## config.mk

```make
export PLATFORM = sky130hd
export DESIGN_NAME = vga_pattern_gen
export DESIGN_NICKNAME = d
export VERILOG_FILES = /design/src/rtl/vga_pattern_gen.sv
export SDC_FILE = /design/constraint.sdc
export NUM_CORES = 1
export LEC_CHECK = 0
export CAP_MARGIN = 25
export CORE_ASPECT_RATIO = 0.7
export CORE_MARGIN = 8
export CORE_UTILIZATION = 25
export CTS_CLUSTER_SIZE = 28
export DETAILED_ROUTE_END_ITERATION = 8
export PLACE_DENSITY_LB_ADDON = 0.3
export SLEW_MARGIN = 10
export SYNTH_ARGS = -nofsm -noshare
export SYNTH_HDL_FRONTEND = slang
export SYNTH_SLANG_ARGS = --single-unit
export TNS_END_PERCENT = 1
```

## constraint.sdc

```tcl
create_clock -name clk -period 2.9 [get_ports clk]
set_clock_uncertainty 0.15 [all_clocks]
set_input_delay 0.58 -clock clk [delete_from_list [all_inputs] [get_ports clk]]
set_output_delay 0.58 -clock clk [all_outputs]
set_load 0.02 [all_outputs]
```

## src/rtl/vga_pattern_gen.sv

```systemverilog
// VGA timing generator with solid, colour-bar, checkerboard and scrolling-bar patterns.
// Counter state (stage 0) feeds one registered output stage (stage 1); every output is aligned.
module vga_pattern_gen #(
  parameter int H_ACTIVE    = 640,
  parameter int H_FP        = 16,
  parameter int H_SYNC      = 96,
  parameter int H_BP        = 48,
  parameter int V_ACTIVE    = 480,
  parameter int V_FP        = 10,
  parameter int V_SYNC      = 2,
  parameter int V_BP        = 33,
  parameter bit HS_POL      = 1'b0,
  parameter bit VS_POL      = 1'b0,
  parameter int COLOR_W     = 3,
  parameter int TILE_SHIFT  = 5,
  parameter int SCROLL_STEP = 4,
  localparam int H_TOTAL    = H_ACTIVE + H_FP + H_SYNC + H_BP,
  localparam int V_TOTAL    = V_ACTIVE + V_FP + V_SYNC + V_BP,
  localparam int H_W        = $clog2(H_TOTAL),
  localparam int V_W        = $clog2(V_TOTAL)
) (
  input  logic               clk,
  input  logic               rst_n,
  input  logic               enable,
  input  logic [1:0]         mode,
  input  logic [COLOR_W-1:0] color,
  output logic [COLOR_W-1:0] pixel,
  output logic               hsync_out,
  output logic               vsync_out,
  output logic               de,
  output logic [H_W-1:0]     counter_x,
  output logic [V_W-1:0]     counter_y,
  output logic               line_start,
  output logic               frame_start
);

  localparam int HS_START = H_ACTIVE + H_FP;
  localparam int VS_START = V_ACTIVE + V_FP;

  logic [H_W-1:0]     h_cnt_p0;
  logic [V_W-1:0]     v_cnt_p0;
  logic [H_W-1:0]     offset_p0;
  logic [1:0]         mode_sh_p0;
  logic [COLOR_W-1:0] color_sh_p0;

  logic [COLOR_W-1:0] pixel_p1;
  logic               hsync_p1;
  logic               vsync_p1;
  logic               vld_p1;
  logic [H_W-1:0]     cx_p1;
  logic [V_W-1:0]     cy_p1;
  logic               ls_p1;
  logic               fs_p1;

  int                 h_i;
  int                 v_i;
  int                 off_i;
  logic               h_last;
  logic               v_last;
  logic               frame_last;
  logic               active;
  logic [H_W-1:0]     offset_nxt;

  function automatic logic [COLOR_W-1:0] pattern_pix(
    input logic [1:0]         m,
    input logic [COLOR_W-1:0] c,
    input int                 h,
    input int                 v,
    input int                 off
  );
    logic [COLOR_W-1:0] p;
    case (m)
      2'd0:    p = c;
      2'd1:    p = COLOR_W'(h >> (TILE_SHIFT + 1));
      2'd2:    p = ((((h ^ v) >> TILE_SHIFT) & 1) != 0) ? ~c : c;
      default: p = (h >= off && h < off + (1 << TILE_SHIFT)) ? c : '0;
    endcase
    return p;
  endfunction

  function automatic logic sync_level(input int cnt, input int start, input int len,
                                      input bit pol);
    return (cnt >= start && cnt < start + len) ? pol : ~pol;
  endfunction

  assign h_i        = int'(h_cnt_p0);
  assign v_i        = int'(v_cnt_p0);
  assign off_i      = int'(offset_p0);
  assign h_last     = (h_i == H_TOTAL - 1);
  assign v_last     = (v_i == V_TOTAL - 1);
  assign frame_last = h_last && v_last;
  assign active     = (h_i < H_ACTIVE) && (v_i < V_ACTIVE);
  assign offset_nxt = (off_i + SCROLL_STEP >= H_ACTIVE) ? '0 : H_W'(off_i + SCROLL_STEP);

  // Stage 0: raster counters, scroll offset and frame-synchronous shadows of mode/colour
  always_ff @(posedge clk or negedge rst_n) begin
    if (!rst_n) begin
      h_cnt_p0    <= '0;
      v_cnt_p0    <= '0;
      offset_p0   <= '0;
      mode_sh_p0  <= '0;
      color_sh_p0 <= '0;
    end else if (!enable) begin
      h_cnt_p0    <= '0;
      v_cnt_p0    <= '0;
      mode_sh_p0  <= mode;
      color_sh_p0 <= color;
    end else begin
      if (h_last) begin
        h_cnt_p0 <= '0;
        v_cnt_p0 <= v_last ? '0 : v_cnt_p0 + V_W'(1);
      end else begin
        h_cnt_p0 <= h_cnt_p0 + H_W'(1);
      end
      if (frame_last) begin
        mode_sh_p0  <= mode;
        color_sh_p0 <= color;
        offset_p0   <= offset_nxt;
      end
    end
  end

  // Stage 1: registered video outputs, one clock behind the counters
  always_ff @(posedge clk or negedge rst_n) begin
    if (!rst_n) begin
      pixel_p1 <= '0;
      hsync_p1 <= ~HS_POL;
      vsync_p1 <= ~VS_POL;
      vld_p1   <= 1'b0;
      cx_p1    <= '0;
      cy_p1    <= '0;
      ls_p1    <= 1'b0;
      fs_p1    <= 1'b0;
    end else if (!enable) begin
      pixel_p1 <= '0;
      hsync_p1 <= ~HS_POL;
      vsync_p1 <= ~VS_POL;
      vld_p1   <= 1'b0;
      cx_p1    <= '0;
      cy_p1    <= '0;
      ls_p1    <= 1'b0;
      fs_p1    <= 1'b0;
    end else begin
      pixel_p1 <= active ? pattern_pix(mode_sh_p0, color_sh_p0, h_i, v_i, off_i) : '0;
      hsync_p1 <= sync_level(h_i, HS_START, H_SYNC, HS_POL);
      vsync_p1 <= sync_level(v_i, VS_START, V_SYNC, VS_POL);
      vld_p1   <= active;
      cx_p1    <= h_cnt_p0;
      cy_p1    <= v_cnt_p0;
      ls_p1    <= (h_i == 0);
      fs_p1    <= (h_i == 0) && (v_i == 0);
    end
  end

  assign pixel       = pixel_p1;
  assign hsync_out   = hsync_p1;
  assign vsync_out   = vsync_p1;
  assign de          = vld_p1;
  assign counter_x   = cx_p1;
  assign counter_y   = cy_p1;
  assign line_start  = ls_p1;
  assign frame_start = fs_p1;

endmodule

```

==> results_dict.tcl <==
set metrics [dict create \
    worst_path_max_delay_cell "dfrtp_1" \
    vias 2464 \
    fillCellCount 1262 \
    worstPathMaxFanout 9 \
    path_clk_slew_ns 0.05 \
    dpl.cell_count 509 \
    crit_start "offset_p0[5]$_DFFE_PN0P_" \
    p_leak_nw 1.783 \
    async_flop_share 1.000 \
    final_common_cell "dfrtp_1" \
    power_mw 2.179 \
    max_slew.worst_pin.slew_ns 0.7281 \
    drt-vias-per-instance 4.693 \
    final_util 0.3297 \
    syn_nets 341 \
    gp_congestion 0.8086 \
    worstPathArrival_ns 2.70 \
    fin_tns_setup_ns 0 \
    slew_headroom 0.5146 \
    ys_seq_area_frac 0.4766 \
    pin_count 36 \
    antennaDiodeCount 0 \
    post_cts_resize_count 0 \
    layout_common_cells "dfrtp_1 (59), clkdlybuf4s50_1 (34), nor2_1 (30)" \
    fp.dieW_um 151.4 \
    synth-main-ff-cell "dfrtp_1" \
    grt_pass1_vias 2499 \
    r2r_start "offset_p0[5]$_DFFE_PN0P_" \
    track_usage 0.09816 \
    area_delta_synth_final_pct 28.08 \
    drt_drc_violations_left 0 \
    fmax_ghz 0.3877 \
    syn_area_mm2 0.003208 \
    pre_cts_ws_ns 0.3622 \
    die_height_um 110.8 \
    first_iter_violations 134 \
    route.antenna.remaining_nets 0 \
    fp.coreArea_mm2 0.01246 \
    design_area_mm2 0.004109 \
    drive_above_1_share 0.1212 \
    root_buffer "clkbuf_16" \
    path_cells "ha_1 -> xnor2_1 -> ha_1 -> a211oi_1 -> o211ai_1 -> o2111a_1 -> a221oi_1 -> a31o_2" \
    postSynthAreaPerCell_um2 10.22 \
    fin_crit_sh 0.8894 \
    worstSetupPathType "reg2reg" \
    dp_hpwl_um 5671 \
    io_buffers 35 \
    synth_cell_type_count 59 \
    holdBufCountCts 0 \
    grt_max_degree 32 \
    drv_cap 0 \
    start_util 0.2574 \
    antenna_found_initial 0 \
    yosys_warnings 0 \
    cts_tree "built" \
    required_ns 3.02 \
    cts.path.max_buffers 2 \
    finalHoldViolCount 0 \
    crit_path_start_kind "register" \
    htree_levels 3 \
    hold_path_class "in2async" \
    period_needed_ns 2.579 \
    clock_sinks 61 \
    final_cell_count_no_fill 525 \
    rsz0062_at_grt "false" \
    finalSetupViolCount 0 \
    holdWs_ns 0.1565 \
    first_pass_iters 4 \
    slew_violations 0 \
    cp_common_cell "ha_1" \
    postCtsSetupRepairBufs 0 \
    critPathCaptureType "register" \
    slowest_delay_ns 0.47 \
    syn-instance-count 314 \
    die-area_mm2 0.01677 \
    synth-edff-count 0 \
    cts_buffers 9 \
    placed_cell_area_mm2 0.003782 \
    rows 34 \
    overflow 0 \
    vdd_drop_max_uv 278.8 \
    powerDensity_mw_per_mm2 530.2 \
    grt_pass1_wl_um 12920 \
    status "complete, no violations" \
    insertion_delay_ns 0.33 \
    wl_per_cell_um 14.90 \
    ys_ff_latch 61 \
    finalWorstSetupSlack_ns 0.3208 \
    nNetsFinal 385 \
    wirelength_um 7822 \
]
## layer usage
layer  share of wire  wire (um)  global-route usage
met5               0          0                   0
met4           0.013        103             0.03353
met3           0.053        417             0.03670
met2            0.42       3254              0.1371
met1            0.52       4046              0.1348
## cells by family after synthesis
group                    after synthesis  share of synthesized area
AO/OA/AOI/OAI                         47                     0.1104
XOR/XNOR                              22                    0.06006
adder cells (fa/ha/maj)               19                    0.07410
buffers and inverters                 31                    0.04017
flip-flops                            61                     0.4766
multiplexers                           8                    0.02730
AND/OR/NAND/NOR                      126                     0.2114
## area by class of cell
type,instances,area [um^2],share of cell area
repair buffers,44,425.4,0.1035
clock buffers,12,256.5,0.06242
well taps,162,202.7,0.04933
inverters,20,75.07,0.01827
clock inverters,4,70.07,0.01705
multi-input cells,222,1550,0.3773
flip-flops and latches,61,1529,0.3721
## state kept, by name, indices dropped and copies added (netlist names)
signal / cells
offset_p0: 8
counter_y: 10
vsync_out: 1
pixel: 3
line_start: 1
counter_x: 10
de: 1
mode_sh_p0: 2
h_cnt_p0: 10
frame_start: 1
v_cnt_p0: 10
color_sh_p0: 3
hsync_out: 1
## power breakdown
part / switching, mW / internal (mW)
clock: 0.365 / 0.795
sequential: 0.0190 / 0.873
combinational: 0.0698 / 0.0570
total: 0.454 / 1.72
## synth_stat cells (3+ instances only)
| master | count | share of area |
|---|---|---|
| dfrtp_1 | 59 | 0.46 |
| nor2_1 | 30 | 0.035 |
| nand2_1 | 21 | 0.025 |
| and2_1 | 20 | 0.039 |
| ha_1 | 19 | 0.074 |
| inv_1 | 19 | 0.022 |
| nand3_1 | 13 | 0.020 |
| xnor2_1 | 12 | 0.033 |
| o21ai_0 | 10 | 0.016 |
| xor2_1 | 10 | 0.027 |
| and3_1 | 8 | 0.016 |
| clkbuf_1 | 8 | 0.0094 |
| nor3_1 | 8 | 0.012 |
| a211oi_1 | 6 | 0.014 |
| a22o_1 | 6 | 0.016 |
| a21oi_1 | 5 | 0.0078 |
| nand4_1 | 4 | 0.0078 |
| mux2_1 | 3 | 0.011 |
| mux2_2 | 3 | 0.011 |
## worst max-delay path: cells and delay by family, from the launching register on
family                   cells  cell delay [ns]
AO/OA/AOI/OAI                5             1.23
adder cells (fa/ha/maj)      2             0.52
flip-flops                   1             0.47
XOR/XNOR                     1             0.15
## worst paths after layout
check	cells past startpoint	slack, ns	end
setup / recovery	8	0.32	pixel[0]$_DFF_PN0_
hold / removal	1	0.16	v_cnt_p0[6]$_DFFE_PN0P_
setup reg to reg	8	0.32	pixel[0]$_DFF_PN0_
hold reg to reg	1	0.35	vsync_out$_DFF_PN1_
max in group asynchronous	2	1.82	offset_p0[3]$_DFFE_PN0P_
min in group clk	1	0.35	vsync_out$_DFF_PN1_
No activity file was read; power rests on OpenSTA's default activity.
